`src/rtl/sensor_pkg.sv`:
```
// Shared types and constants for the optical gate sensor conditioning path.
package sensor_pkg;

  typedef enum logic [1:0] {
    LOW          = 2'd0,
    CONFIRM_HIGH = 2'd1,
    HIGH         = 2'd2,
    CONFIRM_LOW  = 2'd3
  } deb_state_t;

  localparam int unsigned CLK_HZ = 12_000_000;

  // 100 us confirm window and 2 s stuck limit at CLK_HZ; also used by the measurement block.
  localparam int unsigned DEBOUNCE_CYCLES_DEF = 1200;
  localparam int unsigned STUCK_CYCLES_DEF    = 24_000_000;

  // Adds 0..2 events to an 8-bit count, clamping at 255 instead of wrapping.
  function automatic logic [7:0] sat_add8(input logic [7:0] base, input logic [1:0] inc);
    logic [8:0] sum;
    sum = {1'b0, base} + {7'b0, inc};
    return sum[8] ? 8'hFF : sum[7:0];
  endfunction

endpackage

```
`src/rtl/sensor_debounce.sv`:
```
// One gate channel: optional inversion, 2-FF synchroniser, confirm-count debounce FSM,
// rise pulse, stuck-high fault and a per-cycle glitch event.
//
// state        | meaning
// LOW          | committed low, waiting for s2 to go high
// CONFIRM_HIGH | s2 high, counting towards a committed rise
// HIGH         | committed high, waiting for s2 to go low
// CONFIRM_LOW  | s2 low, counting towards a committed fall (level still 1)
module sensor_debounce
  import sensor_pkg::*;
#(
  parameter int unsigned DEBOUNCE_CYCLES = DEBOUNCE_CYCLES_DEF,
  parameter int unsigned STUCK_CYCLES    = STUCK_CYCLES_DEF,
  parameter bit          ACTIVE_LOW      = 1'b0
) (
  input  logic clk,
  input  logic rst,
  input  logic raw,
  output logic level,
  output logic rise,
  output logic fault,
  output logic glitch
);

  localparam int CNT_W = $clog2(DEBOUNCE_CYCLES + 1);
  localparam int STK_W = $clog2(STUCK_CYCLES + 1);
  localparam logic [CNT_W-1:0] CNT_ONE = CNT_W'(1);
  localparam logic [CNT_W-1:0] CNT_MAX = CNT_W'(DEBOUNCE_CYCLES);
  localparam logic [STK_W-1:0] STK_MAX = STK_W'(STUCK_CYCLES);

  logic             s1, s2;
  deb_state_t       state, state_nxt;
  logic [CNT_W-1:0] cnt, cnt_nxt;
  logic [STK_W-1:0] stuck, stuck_nxt;
  logic             commit_rise;
  logic             level_nxt;

  // Bring the (optionally inverted) raw input into the clk domain.
  always_ff @(posedge clk) begin
    if (rst) begin
      s1 <= 1'b0;
      s2 <= 1'b0;
    end else begin
      s1 <= raw ^ ACTIVE_LOW;
      s2 <= s1;
    end
  end

  // Debounce next-state: a commit happens on the edge the confirm count reaches the target;
  // with a target of 1 the CONFIRM states are skipped entirely.
  always_comb begin
    state_nxt   = state;
    cnt_nxt     = cnt;
    glitch      = 1'b0;
    commit_rise = 1'b0;
    case (state)
      LOW: begin
        if (s2) begin
          if (CNT_MAX == CNT_ONE) begin
            state_nxt   = HIGH;
            commit_rise = 1'b1;
          end else begin
            state_nxt = CONFIRM_HIGH;
            cnt_nxt   = CNT_ONE;
          end
        end
      end
      CONFIRM_HIGH: begin
        if (s2) begin
          if ((cnt + CNT_ONE) == CNT_MAX) begin
            state_nxt   = HIGH;
            cnt_nxt     = '0;
            commit_rise = 1'b1;
          end else begin
            cnt_nxt = cnt + CNT_ONE;
          end
        end else begin
          state_nxt = LOW;
          cnt_nxt   = '0;
          glitch    = 1'b1;
        end
      end
      HIGH: begin
        if (!s2) begin
          if (CNT_MAX == CNT_ONE) begin
            state_nxt = LOW;
          end else begin
            state_nxt = CONFIRM_LOW;
            cnt_nxt   = CNT_ONE;
          end
        end
      end
      CONFIRM_LOW: begin
        if (!s2) begin
          if ((cnt + CNT_ONE) == CNT_MAX) begin
            state_nxt = LOW;
            cnt_nxt   = '0;
          end else begin
            cnt_nxt = cnt + CNT_ONE;
          end
        end else begin
          state_nxt = HIGH;
          cnt_nxt   = '0;
          glitch    = 1'b1;
        end
      end
      default: begin
        state_nxt = LOW;
        cnt_nxt   = '0;
      end
    endcase
  end

  // Level and stuck count follow the post-edge state so outputs can be registered directly.
  always_comb begin
    level_nxt = (state_nxt == HIGH) || (state_nxt == CONFIRM_LOW);
    if (!level_nxt) begin
      stuck_nxt = '0;
    end else if (stuck == STK_MAX) begin
      stuck_nxt = stuck;
    end else begin
      stuck_nxt = stuck + STK_W'(1);
    end
  end

  // State, counters and registered outputs.
  always_ff @(posedge clk) begin
    if (rst) begin
      state <= LOW;
      cnt   <= '0;
      stuck <= '0;
      level <= 1'b0;
      rise  <= 1'b0;
      fault <= 1'b0;
    end else begin
      state <= state_nxt;
      cnt   <= cnt_nxt;
      stuck <= stuck_nxt;
      level <= level_nxt;
      rise  <= commit_rise;
      fault <= (stuck_nxt == STK_MAX);
    end
  end

endmodule

```
`src/rtl/sensor_conditioner.sv`:
```
// Two independent debounced gate channels plus a shared saturating glitch counter.
module sensor_conditioner
  import sensor_pkg::*;
#(
  parameter int unsigned DEBOUNCE_CYCLES = DEBOUNCE_CYCLES_DEF,
  parameter int unsigned STUCK_CYCLES    = STUCK_CYCLES_DEF,
  parameter bit          ACTIVE_LOW      = 1'b0
) (
  input  logic       clk,
  input  logic       rst,
  input  logic       sensor_a_raw,
  input  logic       sensor_b_raw,
  output logic       sensor_a,
  output logic       sensor_b,
  output logic       a_rise,
  output logic       b_rise,
  output logic       fault_a,
  output logic       fault_b,
  output logic [7:0] glitch_count
);

  logic glitch_a, glitch_b;

  sensor_debounce #(
    .DEBOUNCE_CYCLES(DEBOUNCE_CYCLES),
    .STUCK_CYCLES   (STUCK_CYCLES),
    .ACTIVE_LOW     (ACTIVE_LOW)
  ) u_deb_a (
    .clk   (clk),
    .rst   (rst),
    .raw   (sensor_a_raw),
    .level (sensor_a),
    .rise  (a_rise),
    .fault (fault_a),
    .glitch(glitch_a)
  );

  sensor_debounce #(
    .DEBOUNCE_CYCLES(DEBOUNCE_CYCLES),
    .STUCK_CYCLES   (STUCK_CYCLES),
    .ACTIVE_LOW     (ACTIVE_LOW)
  ) u_deb_b (
    .clk   (clk),
    .rst   (rst),
    .raw   (sensor_b_raw),
    .level (sensor_b),
    .rise  (b_rise),
    .fault (fault_b),
    .glitch(glitch_b)
  );

  // Accumulate rejected transitions from both channels, clamping at 255.
  always_ff @(posedge clk) begin
    if (rst) begin
      glitch_count <= '0;
    end else begin
      glitch_count <= sat_add8(glitch_count, {1'b0, glitch_a} + {1'b0, glitch_b});
    end
  end

endmodule

```
`config.mk`:
```
export PLATFORM = sky130hd
export DESIGN_NAME = sensor_conditioner
export DESIGN_NICKNAME = d
export VERILOG_FILES = /design/src/rtl/sensor_pkg.sv /design/src/rtl/sensor_debounce.sv /design/src/rtl/sensor_conditioner.sv
export SDC_FILE = /design/constraint.sdc
export NUM_CORES = 1
export LEC_CHECK = 0
export CAP_MARGIN = 20
export CELL_PAD_IN_SITES_DETAIL_PLACEMENT = 1
export CELL_PAD_IN_SITES_GLOBAL_PLACEMENT = 1
export CORE_ASPECT_RATIO = 1.1
export CORE_MARGIN = 1.5
export CORE_UTILIZATION = 43
export CTS_BUF_LIST = sky130_fd_sc_hd__clkbuf_8
export CTS_CLUSTER_DIAMETER = 60
export DETAILED_ROUTE_END_ITERATION = 10
export PLACE_DENSITY = 0.88
export SLEW_MARGIN = 40
export SYNTH_ARGS = -nofsm -noshare
export SYNTH_HDL_FRONTEND = slang
export SYNTH_HIERARCHICAL = 1
export SYNTH_SLANG_ARGS = --single-unit
```
`constraint.sdc`:
```
create_clock -name clk -period 2.4 [get_ports clk]
set_clock_uncertainty 0.1 [all_clocks]
set_input_delay 0.72 -clock clk [delete_from_list [all_inputs] [get_ports clk]]
set_output_delay 0.72 -clock clk [all_outputs]
set_load 0.005 [all_outputs]
```
==> After elaboration in Yosys (flattened, before gate mapping) <==
Index checks and enable logic that the tools add are counted.
{ "totals": {"word_cells": 94, "ff_bits": 94, "inputBits": 4, "output_inout_bits": 14} }
{ "op_classes": {"bitwise_logic": 4, "eq_ne": 20, "reduce_logical": 8, "n_mux": 39, "n_addsub": 6} }
{ "op_table": {"columns": ["op", "n"], "rows": [
  ["2-to-1 mux 11 bit", 10],
  ["equality test 25 bit, second input constant", 4],
  ["2-to-1 mux 25 bit", 4],
  ["one-hot mux 11 bit (4 select lines)", 2],
  ["adder 25 x 1 -> 25 bit, second input constant", 2],
  ["2-to-1 mux 2 bit", 12],
  ["adder 11 x 1 -> 11 bit, second input constant", 2],
  ["equality test 11 bit, second input constant", 2],
  ["equality test 2 bit, second input constant", 8],
  ["one-hot mux 2 bit (4 select lines)", 2],
  ["adder 8 x 2 -> 9 bit", 1],
  ["2-to-1 mux 8 bit", 1],
  ["2-to-1 mux 1 bit", 6],
  ["OR reduction 3 bit", 2],
  ["equality test 2 x 1 -> 1 bit, second input constant", 2],
  ["logical NOT 2 bit", 2],
  ["!= test 2 x 1 -> 1 bit, second input constant", 2],
  ["!= test 2 bit, second input constant", 2],
  ["inverter 1 bit", 4],
  ["one-hot mux 1 bit (2 select lines)", 2],
  ["AND reduction 2 bit", 2],
  ["adder 1 x 1 -> 2 bit", 1],
  ["logical OR 1 bit", 2]
]} }

==> Logic depth before layout (Yosys ltp) <==
{ "logic_depth": {"ltp_word": 9, "depth_mapped": 9, "ltp_nobuf": 8} }

==> Hierarchy <==
The synthesis kept the hierarchy.
{ "modules_own_cells": {"columns": ["module", "seq_area_each_um2", "n_inst", "area_per_inst_um2", "cells_per_inst"], "rows": [
  ["sensor_debounce (u_deb_a)", 860.8, 1, 2387.3, 304],
  ["sensor_debounce (u_deb_b)", 840.8, 1, 2253.4, 273],
  ["sensor_conditioner", 160.2, 1, 385.4, 40]
]} }

==> Worst setup path before layout <==
No wires, ideal clock.
{ "synth_timing": {"path_type": "register to register", "startpoint": "register u_deb_a.stuck[3]", "endpoint": "register u_deb_a.fault", "period_less_slack_ps": 2574, "path_slack_ps": -174, "t_arrival_ps": 2386, "t_required_ps": 2212, "setup_time_ps": 88, "path_stages_with_launch": 8, "cell_sequence": "dfxtp_1 > buf_6 > or4_4 > or4_1 > buf_2 > or3_1 > a221o_1 > nor4_2"} }
{ "synth_via": {"elab_chain_len": 4} }
{ "synth_lines": {"columns": ["element", "line_no", "source"], "rows": [
  ["start, declared", "sensor_debounce.sv:34", "logic [STK_W-1:0] stuck, stuck_nxt;"],
  ["start signal, assigned", "sensor_debounce.sv:138", "stuck <= stuck_nxt;"],
  ["adder 25 x 1 -> 25 bit or equality test 25 bit (tied branches)", "sensor_debounce.sv:122, sensor_debounce.sv:119", null],
  ["2-to-1 mux 25 bit *", "sensor_debounce.sv:119", "end else if (stuck == STK_MAX) begin"],
  ["2-to-1 mux 25 bit *", "sensor_debounce.sv:117", "if (!level_nxt) begin"],
  ["equality test 25 bit *", "sensor_debounce.sv:141", "fault <= (stuck_nxt == STK_MAX);"],
  ["end signal, assigned", "sensor_debounce.sv:141", null],
  ["end, declared", "sensor_debounce.sv:21", "output logic fault,"]
]} }
Mark *: on every way between the ends. The rest lies on a longest branch, timed or not.
A chain may end at the register's enable or synchronous reset.

==> Final worst setup path <==
Same ends and word-level chain as after synthesis.

==> impl_metrics.py <==
metrics = {
    "outcome": {
        "status": "complete, no violations",
    },
    "sta": {
        "min_period_ns": 2.32,
        "min_period_over_period": 0.969,
        "hold_viol": 0,
        "setup_violations": 0,
        "drv_slew": 0,
        "fmax_mhz": 430,
        "finalSetupTns_ns": 0,
        "tightest_slew_ns": 0.591,
        "relSlewSlack": 0.606,
        "setup_ws_ns": 0.0752,
        "holdWs_ns": 0.354,
    },
    "worst_setup_path": {
        "critPathSlowestCell": "or4_4",
        "reg2reg_slack_ns": 0.08,
        "cp_data_required_time_ns": 2.59,
        "worstSetupPathType": "flop to flop",
        "worst-path-max-fanout": 2,
        "cpPeakStageDelay_ns": 0.53,
        "crit_buf_inv": 0,
        "path_cells": "or4_4 > or4_4 > or3_1 > a221o_1 > nor4_2",
        "critPathLaunchType": "flop",
        "cp_top_family": "simple AND/OR/NAND/NOR gates",
        "critPathCaptureType": "flop",
        "cpMostUsedCell": "or4_4",
        "arrival_ns": 2.52,
    },
    "clock_network": {
        "clock_latency_ns": 0.37,
        "cts.clk_slew.worst_paths_ns": 0.09,
        "cts_buffer_depth": 2,
        "cts_hold_buffers": 0,
        "cts_tree": "built",
        "ctsHtreeMaxLevel": 3,
        "cts_inserted_buffers": 9,
        "cts_num_sinks": 93,
        "root_buffer": "clkbuf_8",
    },
    "placement": {
        "dp.cells": 806,
        "gp_congestion": 0.842,
        "dp_hpwl_um": 10300,
        "dpl_cell_area_sq_um": 5630,
        "port_buffers": 17,
        "dpl_worst_slack_ns": -0.0355,
    },
    "die": {
        "start_util": 0.439,
        "row_count": 41,
        "fp.dieW_um": 106,
        "die_area_sq_um": 12300,
        "die_h_um": 116,
        "fp.coreArea_sq_um": 11400,
        "io_pins": 18,
    },
    "yosys": {
        "yosys.area.top_type": "dfxtp_1",
        "synthAdderAreaFrac": 0.0214,
        "synth_top_family_by_area": "simple AND/OR/NAND/NOR gates",
        "netlist_area_sq_um": 5030,
        "synth_compound_area_frac": 0.113,
        "synth_edf_count": 0,
        "ys.flop_type": "dfxtp_1",
        "ys_warn_count": 6,
        "synth_nets": 629,
        "postSynthCellCount": 617,
        "synthMuxAreaShare": 0.0107,
        "synth.top_cell.area_share": 0.370,
        "synth_xor_area_frac": 0.0976,
        "synth_seq_cells": 93,
        "async_flop_share": 0,
        "synthSimpleGateAreaFrac": 0.345,
        "syn-mean-instance-area_sq_um": 8.15,
        "synth-seq-area-share": 0.370,
        "synth_cell_types": 65,
        "synth_area_leaders": "dfxtp_1 37%, nor2_1 6.8%, xnor2_1 5.8%",
    },
    "final_layout": {
        "fill_cells": 1396,
        "syn2layout_area_growth_pct": 18.9,
        "final_util": 0.522,
        "final_cell_mix": "91 x nor2_1, 88 x dfxtp_1, 56 x nand2_1, 51 x buf_4, 33 x xnor2_1",
        "final_cell_count_no_fill": 824,
        "nets": 683,
        "layout-drive-gt1-share": 0.166,
        "postLayoutCellArea_sq_um": 5970,
        "n_antenna_cell": 0,
        "mostFrequentLayoutCell": "nor2_1",
    },
    "routing": {
        "dr.pass1.iters": 4,
        "wl_per_cell_um": 17.4,
        "ant_nets": 0,
        "drc": 0,
        "vias": 4716,
        "totalWireLength_um": 14300,
        "drt_iter0_drc": 246,
        "viasPerCell": 5.72,
    },
    "power": {
        "p_total_mw": 2.76,
        "ir_drop_mv": 0.282,
        "powerDensity_nw_per_um2": 463,
        "p_leak_nw": 2.01,
    },
    "flow_run": {
        "maxCapViolCount": 0,
    },
    "global_routing": {
        "grt_pass1_wl_um": 23100,
        "grt_usage": 0.234,
        "antenna_found_initial": 0,
        "grt_pass1_vias": 4902,
        "gr-total-overflow": 0,
        "grt_max_degree": 28,
    },
    "hold_path": {
        "hold_path_class": "flop to flop",
    },
}
worst register-to-register path: cells and delay by family (launching register included):
kind            cells  cell delay [ns]
simple gates        4             1.50
flops               1             0.34
compound gates      1             0.31
cells in the mapped netlist, types with 4 or more instances:
cell,instances
a211o_1,6
a211oi_1,4
a21o_1,4
a21oi_1,29
a31oi_1,14
and2_1,5
and3_1,7
and4_1,10
buf_2,8
buf_6,4
clkbuf_1,14
dfxtp_1,93
ha_1,7
inv_1,17
nand2_1,56
nand3_1,29
nand3b_1,5
nand4_1,17
nor2_1,91
nor2b_1,15
nor3_1,24
nor3b_1,9
nor4_1,8
o21ai_0,18
or3_1,7
or4_1,7
xnor2_1,33
xor2_1,23
final timing paths:
path                    startpoint            end  depth (start not counted)
hold reg to reg         u_deb_a/s1     u_deb_a/s2                          1
hold / removal          u_deb_a/s1     u_deb_a/s2                          1
setup / recovery  u_deb_a/stuck[3]  u_deb_a/fault                          5
setup reg to reg  u_deb_a/stuck[3]  u_deb_a/fault                          5
layer usage:
metal,GRT usage,wire [um],vias to the layer above
li1,-,-,2291
met1,0.242,5850,2328
met2,0.466,7840,62
met3,0.0329,234,35
met4,0.106,423,0
met5,0,0,-
repair_timing:
item                       CTS  global route
gates cloned                 0             1
resized for setup            5            23
setup endpoints to repair    3            36
pin swaps                    1             4
buffers inserted             0             3
cells by family after synthesis:
logic type      after synthesis
simple gates                320
flops                        93
compound gates               91
xor+xnor                     56
buf+inv                      45
fa+ha+maj                     8
mux                           4
state kept, by name, indices dropped and copies added (netlist names), 2 cells and up:
signal / count
u_deb_a/cnt: 11
u_deb_b/stuck: 25
u_deb_b/cnt: 11
u_deb_a/state: 2
u_deb_a/stuck: 25
glitch_count: 8
power breakdown:
group          internal (mW)  leakage [nW]  switching, mW
Sequential              1.55         0.753        0.00623
Combinational         0.0287          1.14         0.0376
Clock                  0.604         0.108          0.540
Total                   2.18          2.01          0.584
layout make-up:
type | instances | area (sq um) | area share
timing repair buffer | 70 | 584 | 0.0978
inverter | 17 | 63.8 | 0.0107
clock buffer | 10 | 138 | 0.0230
clock inverter | 4 | 73.8 | 0.0124
multi-input combinational | 480 | 3060 | 0.512
sequential | 93 | 1870 | 0.313
tap | 150 | 188 | 0.0314
No activity file was read; power rests on OpenSTA's default activity.
